`config.mk`:
```
export PLATFORM = sky130hd
export DESIGN_NAME = dmem_port_arbiter
export DESIGN_NICKNAME = d
export VERILOG_FILES = /design/src/rtl/dmem_port_arbiter.sv
export SDC_FILE = /design/constraint.sdc
export NUM_CORES = 1
export LEC_CHECK = 0
export CAP_MARGIN = 20
export CORE_AREA = 4 4 119 121
export DETAILED_ROUTE_END_ITERATION = 7
export DIE_AREA = 0 0 123 125
export PLACE_DENSITY = 0.59
export SYNTH_ARGS = -nofsm -noshare
export SYNTH_HDL_FRONTEND = slang
export SYNTH_SLANG_ARGS = --single-unit
```
`constraint.sdc`:
```
create_clock -name clk_i -period 3.9 [get_ports clk_i]
set_input_delay 0.78 -clock clk_i [delete_from_list [all_inputs] [get_ports clk_i]]
set_output_delay 0.78 -clock clk_i [all_outputs]
set_load 0.03 [all_outputs]
```
`src/rtl/dmem_port_arbiter.sv`:
```
// Round-robin arbiter sharing one data-memory port between the CPU LSU and a debug/loader master.
// Optional per-side stall and forced-slot counters are enabled with `define DMEM_ARB_STATS_EN.
module dmem_port_arbiter #(
    parameter int XLEN     = 32,
    parameter int ADDR_W   = 32,
    parameter int LOCK_MAX = 16
) (
    input  logic                clk_i,
    input  logic                rst_i,
    input  logic                cpu_req_i,
    input  logic                cpu_we_i,
    input  logic [XLEN/8-1:0]   cpu_be_i,
    input  logic [ADDR_W-1:0]   cpu_addr_i,
    input  logic [XLEN-1:0]     cpu_wdata_i,
    input  logic                dbg_req_i,
    input  logic                dbg_we_i,
    input  logic [XLEN/8-1:0]   dbg_be_i,
    input  logic [ADDR_W-1:0]   dbg_addr_i,
    input  logic [XLEN-1:0]     dbg_wdata_i,
    input  logic                dbg_lock_i,
    output logic                cpu_gnt_o,
    output logic                dbg_gnt_o,
    output logic                cpu_rvalid_o,
    output logic                dbg_rvalid_o,
    output logic [XLEN-1:0]     cpu_rdata_o,
    output logic [XLEN-1:0]     dbg_rdata_o,
    output logic                mem_req_o,
    output logic                mem_we_o,
    output logic [XLEN/8-1:0]   mem_be_o,
    output logic [ADDR_W-1:0]   mem_addr_o,
    output logic [XLEN-1:0]     mem_wdata_o,
    input  logic [XLEN-1:0]     mem_rdata_i
`ifdef DMEM_ARB_STATS_EN
    ,
    output logic [31:0]         cpu_stall_cnt_o,
    output logic [31:0]         dbg_stall_cnt_o,
    output logic [31:0]         force_cnt_o
`endif
);

    localparam int CNT_W = $clog2(LOCK_MAX + 1);
    localparam logic [CNT_W-1:0] CNT_MAX = CNT_W'(LOCK_MAX);

    typedef enum logic [1:0] {IDLE, RR, DBG_LOCK, FORCE_CPU} state_t;

    state_t           r_state, w_state_nxt;
    logic             r_rr_dbg, w_rr_dbg_nxt;
    logic [CNT_W-1:0] r_lock_cnt, w_lock_cnt_nxt;
    logic             r_rvld_cpu_p1, r_rvld_dbg_p1;
    logic             w_cpu_gnt, w_dbg_gnt;

    function automatic logic [CNT_W-1:0] lock_inc(input logic [CNT_W-1:0] v);
        return (v == CNT_MAX) ? v : v + CNT_W'(1);
    endfunction

    always_comb begin
        w_state_nxt    = r_state;
        w_rr_dbg_nxt   = r_rr_dbg;
        w_lock_cnt_nxt = r_lock_cnt;
        w_cpu_gnt      = 1'b0;
        w_dbg_gnt      = 1'b0;
        case (r_state)
            IDLE, RR: begin
                if (cpu_req_i && dbg_req_i) begin
                    w_cpu_gnt    = !r_rr_dbg;
                    w_dbg_gnt    = r_rr_dbg;
                    w_rr_dbg_nxt = !r_rr_dbg;
                end else begin
                    w_cpu_gnt = cpu_req_i;
                    w_dbg_gnt = dbg_req_i;
                end
                if (w_dbg_gnt && dbg_lock_i) begin
                    w_state_nxt    = DBG_LOCK;
                    w_lock_cnt_nxt = CNT_W'(1);
                end else if (w_cpu_gnt || w_dbg_gnt) begin
                    w_state_nxt = RR;
                end
            end
            DBG_LOCK: begin
                // A grant in the cycle the lock drops still counts toward the burst.
                w_dbg_gnt = dbg_req_i;
                if (w_dbg_gnt) w_lock_cnt_nxt = lock_inc(r_lock_cnt);
                if (!dbg_lock_i) begin
                    w_state_nxt    = RR;
                    w_rr_dbg_nxt   = 1'b0;
                    w_lock_cnt_nxt = '0;
                end else if (cpu_req_i && (w_lock_cnt_nxt == CNT_MAX)) begin
                    w_state_nxt = FORCE_CPU;
                end
            end
            FORCE_CPU: begin
                w_cpu_gnt = cpu_req_i;
                if (w_cpu_gnt) begin
                    w_lock_cnt_nxt = '0;
                    w_state_nxt    = dbg_lock_i ? DBG_LOCK : RR;
                end
            end
            default: w_state_nxt = IDLE;
        endcase
        // Grants are combinational, so hold them off while reset is asserted.
        if (!rst_i) begin
            w_cpu_gnt = 1'b0;
            w_dbg_gnt = 1'b0;
        end
    end

    always_ff @(posedge clk_i or negedge rst_i) begin
        if (!rst_i) begin
            r_state       <= IDLE;
            r_rr_dbg      <= 1'b0;
            r_lock_cnt    <= '0;
            r_rvld_cpu_p1 <= 1'b0;
            r_rvld_dbg_p1 <= 1'b0;
        end else begin
            r_state       <= w_state_nxt;
            r_rr_dbg      <= w_rr_dbg_nxt;
            r_lock_cnt    <= w_lock_cnt_nxt;
            r_rvld_cpu_p1 <= w_cpu_gnt && !cpu_we_i;
            r_rvld_dbg_p1 <= w_dbg_gnt && !dbg_we_i;
        end
    end

    assign cpu_gnt_o   = w_cpu_gnt;
    assign dbg_gnt_o   = w_dbg_gnt;
    assign mem_req_o   = w_cpu_gnt || w_dbg_gnt;
    assign mem_we_o    = (w_cpu_gnt && cpu_we_i) || (w_dbg_gnt && dbg_we_i);
    assign mem_be_o    = w_cpu_gnt ? cpu_be_i    : (w_dbg_gnt ? dbg_be_i    : '0);
    assign mem_addr_o  = w_cpu_gnt ? cpu_addr_i  : (w_dbg_gnt ? dbg_addr_i  : '0);
    assign mem_wdata_o = w_cpu_gnt ? cpu_wdata_i : (w_dbg_gnt ? dbg_wdata_i : '0);

    // p1: read data is steered to the side that owned the previous cycle's read grant.
    assign cpu_rvalid_o = r_rvld_cpu_p1;
    assign dbg_rvalid_o = r_rvld_dbg_p1;
    assign cpu_rdata_o  = r_rvld_cpu_p1 ? mem_rdata_i : '0;
    assign dbg_rdata_o  = r_rvld_dbg_p1 ? mem_rdata_i : '0;

`ifdef DMEM_ARB_STATS_EN
    logic [31:0] r_cpu_stall, r_dbg_stall, r_force;

    function automatic logic [31:0] sat_inc32(input logic [31:0] v);
        return (v == 32'hFFFF_FFFF) ? v : v + 32'd1;
    endfunction

    always_ff @(posedge clk_i or negedge rst_i) begin
        if (!rst_i) begin
            r_cpu_stall <= '0;
            r_dbg_stall <= '0;
            r_force     <= '0;
        end else begin
            if (cpu_req_i && !w_cpu_gnt) r_cpu_stall <= sat_inc32(r_cpu_stall);
            if (dbg_req_i && !w_dbg_gnt) r_dbg_stall <= sat_inc32(r_dbg_stall);
            if ((w_state_nxt == FORCE_CPU) && (r_state != FORCE_CPU)) r_force <= sat_inc32(r_force);
        end
    end

    assign cpu_stall_cnt_o = r_cpu_stall;
    assign dbg_stall_cnt_o = r_dbg_stall;
    assign force_cnt_o     = r_force;
`endif

endmodule
```
==> tab_implementation.tex, run 1 <==
\begin{tabular}{lr}
\hline
Metric & Value \\
\hline
\multicolumn{2}{l}{\textbf{Final layout}} \\
\quad Sequential cell area & 250 um\^{}2 \\
\quad Number of nets in the final layout & 707 \\
\quad Final core utilization & approximately two fifths \\
\quad Fraction of final layout cells with drive strength greater than 1 & $\sim$15\% \\
\quad Area occupied by multi-input gates & about 0.0014 mm\^{}2 \\
\quad Area Growth Syn to Fin & 183\% \\
\quad Filler instances & around 1.3k \\
\multicolumn{2}{l}{\textbf{Timing}} \\
\quad Slew headroom & between 40 and 50\% \\
\quad Share of the cycle needed by the critical path after routing & roughly nine tenths \\
\quad Max Clk Rate & approximately 290 MHz \\
\quad Fin Setup TNS & 0 ns \\
\quad Final setup violating endpoints & 0 \\
\quad Measured slew at the worst slew-check pin & around 0.77 ns \\
\quad Hold Fails Final Rpt & 0 \\
\quad Unrepaired setup endpoints after global routing & no \\
\quad Worst clock skew & $\sim$0.0024 ns \\
\quad Pins over their slew limit & 0 \\
\quad Period minus WS final & around 3.5 ns \\
\multicolumn{2}{l}{\textbf{Synth}} \\
\quad Library cell with the highest instance count after synthesis & sky130\_fd\_sc\_hd\_\_a22o\_1 \\
\quad Post-synth EDFFs & 0 \\
\quad Fraction of the yosys area taken by sequential cells & between 10\% and 20\% \\
\quad Async S/R FF share, synth & 100\% \\
\quad Most numerous cell types in the synthesized netlist & sky130\_fd\_sc\_hd\_\_a22o\_1, sky130\_fd\_sc\_hd\_\_and2\_1, sky130\_fd\_sc\_hd\_\_buf\_2, sky130\_fd\_sc\_hd\_\_dfrtp\_1 \\
\quad Gate Count Post-Synth & 232 \\
\quad Area of the mapped netlist & approximately 0.0018 mm\^{}2 \\
\quad Area fraction of the dominant cell type after synthesis & $\sim$33\% \\
\quad Syn\_nets & about 410 \\
\quad Distinct cell type count after synthesis & 38 \\
\quad Post-synthesis cell type with the largest combined area & sky130\_fd\_sc\_hd\_\_a22o\_1 \\
\quad Syn avg cell area & between 7 and 8 um\^{}2 \\
\quad Top area cells in the synthesized netlist & sky130\_fd\_sc\_hd\_\_a22o\_1, sky130\_fd\_sc\_hd\_\_and2\_1, sky130\_fd\_sc\_hd\_\_dfrtp\_1, sky130\_fd\_sc\_hd\_\_buf\_6, sky130\_fd\_sc\_hd\_\_buf\_2 \\
\quad Synth Flop Type & sky130\_fd\_sc\_hd\_\_dfrtp\_1 \\
\quad Warnings, synthesis & 0 \\
\quad Post-synthesis sequential element count & 10 \\
\multicolumn{2}{l}{\textbf{Power}} \\
\quad Design Power & between 1000 and 1500 uW \\
\quad Ratio of total power to cell area & 273 mW/mm\^{}2 \\
\quad Leakage power total & about 0.0021 uW \\
\quad Worst ir drop on vdd & $\sim$0.14 mV \\
\multicolumn{2}{l}{\textbf{GRT}} \\
\quad Wire length of the first global-routing pass & roughly 18 mm \\
\quad GR Overflow Total & 0 \\
\quad Overall routing resource usage & $\sim$15\% \\
\quad Maximum number of pins on one net before global-route repair & 68 \\
\quad Number of global-route vias before repair & approximately 3.2k \\
\quad Antenna violations before repair & 2 \\
\multicolumn{2}{l}{\textbf{Clock tree}} \\
\quad Maximum level of the CTS H-tree & 1 \\
\quad Buffer levels on the longest clock path & 2 \\
\quad Clock transition at the register clock pins on the worst setup and hold paths after CTS & about 0.040 ns \\
\quad Sinks on the clock net & 10 \\
\quad Clock latency on the worst-skew pair & 0.24 ns \\
\quad Post-CTS repair timing setup buffer count & 0 \\
\quad Clock tree from TritonCTS & yes \\
\quad Clock buffer count from CTS & 3 \\
\quad Number of buffers inserted by hold repair at cts & 0 \\
\quad Clk root buf & sky130\_fd\_sc\_hd\_\_clkbuf\_16 \\
\quad \# resized after CTS & 0 \\
\multicolumn{2}{l}{\textbf{Die}} \\
\quad Effective utilization at floorplan & 14.0\% \\
\quad Number of primary I/O pins & 313 \\
\quad Floorplan die area & $\sim$0.015 mm\^{}2 \\
\quad Die Y-Extent & 125 um \\
\quad Number of core rows & between 40 and 50 \\
\quad Die Width & between 100 and 150 um \\
\quad Core Box Area & between 0.01 and 0.015 mm\^{}2 \\
\multicolumn{2}{l}{\textbf{Critical path}} \\
\quad Most numerous cell on the critical path & sky130\_fd\_sc\_hd\_\_clkdlybuf4s50\_1 \\
\quad Worst stage delay on the critical path & a little under 0.7 ns \\
\quad Type of element capturing the critical path & primary output \\
\quad CP Class & in -> out \\
\quad Element type at the critical path start & input pin \\
\quad Highest fanout seen on the critical path & 6 \\
\quad Required @ worst endpoint & 3.12 ns \\
\quad Sequence of cells on the critical path & clkdlybuf4s50\_1 -> nand2\_1 -> nor3\_4 -> a22o\_1 -> clkdlybuf4s50\_1 \\
\quad Cell at the slowest stage of the critical path & sky130\_fd\_sc\_hd\_\_clkdlybuf4s50\_1 \\
\quad Worst path arrival time & between 2 and 3 ns \\
\multicolumn{2}{l}{\textbf{Route}} \\
\quad Via density per instance & between 4 and 5 \\
\quad Length of the first detailed-routing pass in iterations & 4 \\
\quad Number of DRC markers after the initial detailed-route iteration & 116 \\
\quad Wire length per cell & between 15 and 20 um \\
\quad Vias post-DR & approximately 3.0k \\
\quad Remaining design rule violation count & 0 \\
\quad Final wirelength & around 13 mm \\
\quad Remaining antenna violation count & 0 \\
\multicolumn{2}{l}{\textbf{Placement}} \\
\quad IO Port Bufs & 312 \\
\quad Global placement routability congestion & between 0.8 and 0.9 \\
\quad Half-perimeter wire length after detailed placement & 11.3 mm \\
\multicolumn{2}{l}{\textbf{Job}} \\
\quad Max-cap viol count & 0 \\
\multicolumn{2}{l}{\textbf{Run status}} \\
\quad Result of the run & completed \\
\multicolumn{2}{l}{\textbf{Min path}} \\
\quad Hold Path Class & reg -> reg \\
\hline
\end{tabular}
power breakdown:
| group | internal (uW) | leakage, uW | switching [uW] | total, uW |
|---|---|---|---|---|
| Clock | 133 | 0.0000370 | 47.9 | 181 |
| Sequential | 123 | 0.000129 | 40.7 | 164 |
| Combinational | 529 | 0.00195 | 543 | 1070 |
area by class of cell:
cell class                 count  area share (%)
inverter                       8           0.579
timing repair buffer         317            62.1
sequential                    10            4.83
tap                          176            4.25
clock buffer                   3            1.45
multi-input combinational    190            26.8
antenna                        1          0.0483
cells by family after synthesis:
| logic type | count (synthesis) | share of synthesized area, % |
|---|---|---|
| simple gates | 92 | 30.7 |
| flops | 10 | 13.7 |
| fa+ha+maj | 2 | 1.37 |
| xor+xnor | 3 | 1.43 |
| buf+inv | 32 | 10.5 |
| compound gates | 93 | 42.3 |
flip-flops by register name, summed over array words and instances (netlist names):
register and cells:
dbg_rvalid_o 1, r_rr_dbg 1, cpu_rvalid_o 1, r_lock_cnt 5
r_state 2
metrics by stage:
| step | cells | instance area [um^2] | hold WS, ns | setup WS, ns |
|---|---|---|---|---|
| after floorplan | 232 | 1830 | 0.484 | 1.15 |
| after global placement | 701 | 5110 | 0.560 | 0.403 |
| after detailed placement | 701 | 5110 | 0.579 | 0.397 |
| after CTS | 704 | 5180 | 0.587 | 0.385 |
| after global routing | 705 | 5190 | 0.649 | 0.292 |
| final | 705 | 5190 | 0.600 | 0.400 |
layout by cell type, fill, tap and decap left out, types with 2 or more instances in the layout:
cell type / Yosys / final
sky130_fd_sc_hd__clkdlybuf4s50_1: 0 / 245
sky130_fd_sc_hd__a22o_1: 69 / 69
sky130_fd_sc_hd__and2_1: 64 / 64
sky130_fd_sc_hd__buf_4: 0 / 54
sky130_fd_sc_hd__buf_12: 0 / 18
sky130_fd_sc_hd__dfrtp_1: 10 / 10
sky130_fd_sc_hd__inv_1: 8 / 8
sky130_fd_sc_hd__nor2_1: 6 / 6
sky130_fd_sc_hd__nand2_1: 5 / 5
sky130_fd_sc_hd__nand2b_1: 3 / 3
sky130_fd_sc_hd__a31oi_1: 3 / 3
sky130_fd_sc_hd__a21oi_1: 3 / 3
sky130_fd_sc_hd__o21ai_0: 3 / 3
sky130_fd_sc_hd__o22ai_1: 3 / 3
sky130_fd_sc_hd__clkbuf_16: 0 / 3
sky130_fd_sc_hd__nand3_1: 2 / 2
sky130_fd_sc_hd__o31ai_1: 2 / 2
sky130_fd_sc_hd__nor3_1: 2 / 2
sky130_fd_sc_hd__o211ai_1: 2 / 2
sky130_fd_sc_hd__xnor2_1: 2 / 2
sky130_fd_sc_hd__ha_1: 2 / 2
worst max-delay path, delay by kind of cell:
| kind | cells | cell delay [ns] |
|---|---|---|
| buffers and inverters | 2 | 1.25 |
| AND/OR/NAND/NOR | 2 | 0.47 |
| AO/OA/AOI/OAI | 1 | 0.23 |
path summary, 6_finish.rpt:
kind,start,endpoint,slack (ns),cells past startpoint
hold reg to reg,r_lock_cnt[4]$_DFFE_PN0P_,r_lock_cnt[4]$_DFFE_PN0P_,0.60,1
setup reg to reg,r_lock_cnt[0]$_DFFE_PN0P_,r_state[0]$_DFFE_PN0P_,2.25,6
setup / recovery,cpu_req_i,mem_wdata_o[13],0.40,5
max in group asynchronous,rst_i,dbg_rvalid_o$_DFF_PN0_,2.87,2
min in group asynchronous,rst_i,r_rr_dbg$_DFFE_PN0P_,0.89,2
hold / removal,r_lock_cnt[4]$_DFFE_PN0P_,r_lock_cnt[4]$_DFFE_PN0P_,0.60,1
per-layer routing:
| metal | part of all wire [%] | vias to the layer above | track usage (%) |
|---|---|---|---|
| met2 | 53 | 186 | 29.8 |
| met3 | 10 | 14 | 4.52 |
| met5 | 0.10 | - | 0 |
| met1 | 35 | 1376 | 16.2 |
| met4 | 1.9 | 2 | 3.13 |
| li1 | - | 1462 | - |
Power figures use the tool's default switching activity.
==> run 2: changes to the inputs <==
--- a/config.mk
+++ b/config.mk
@@ -7,6 +7,7 @@
 export LEC_CHECK = 0
 export CAP_MARGIN = 20
 export CORE_AREA = 4 4 119 121
+export CTS_CLUSTER_DIAMETER = 150
 export DETAILED_ROUTE_END_ITERATION = 7
 export DIE_AREA = 0 0 123 125
 export PLACE_DENSITY = 0.59
==> results of run 2 <==
No change in the layout: final DEF, timing and power equal those of run 1.
==> run 3: changes to the inputs <==
--- a/config.mk
+++ b/config.mk
@@ -11,6 +11,8 @@
 export DETAILED_ROUTE_END_ITERATION = 7
 export DIE_AREA = 0 0 123 125
 export PLACE_DENSITY = 0.59
+export SETUP_SLACK_MARGIN = 0.2
+export SLEW_MARGIN = 5
 export SYNTH_ARGS = -nofsm -noshare
 export SYNTH_HDL_FRONTEND = slang
 export SYNTH_SLANG_ARGS = --single-unit
==> results of run 3 <==
No change in the layout: final DEF, timing and power equal those of run 1.
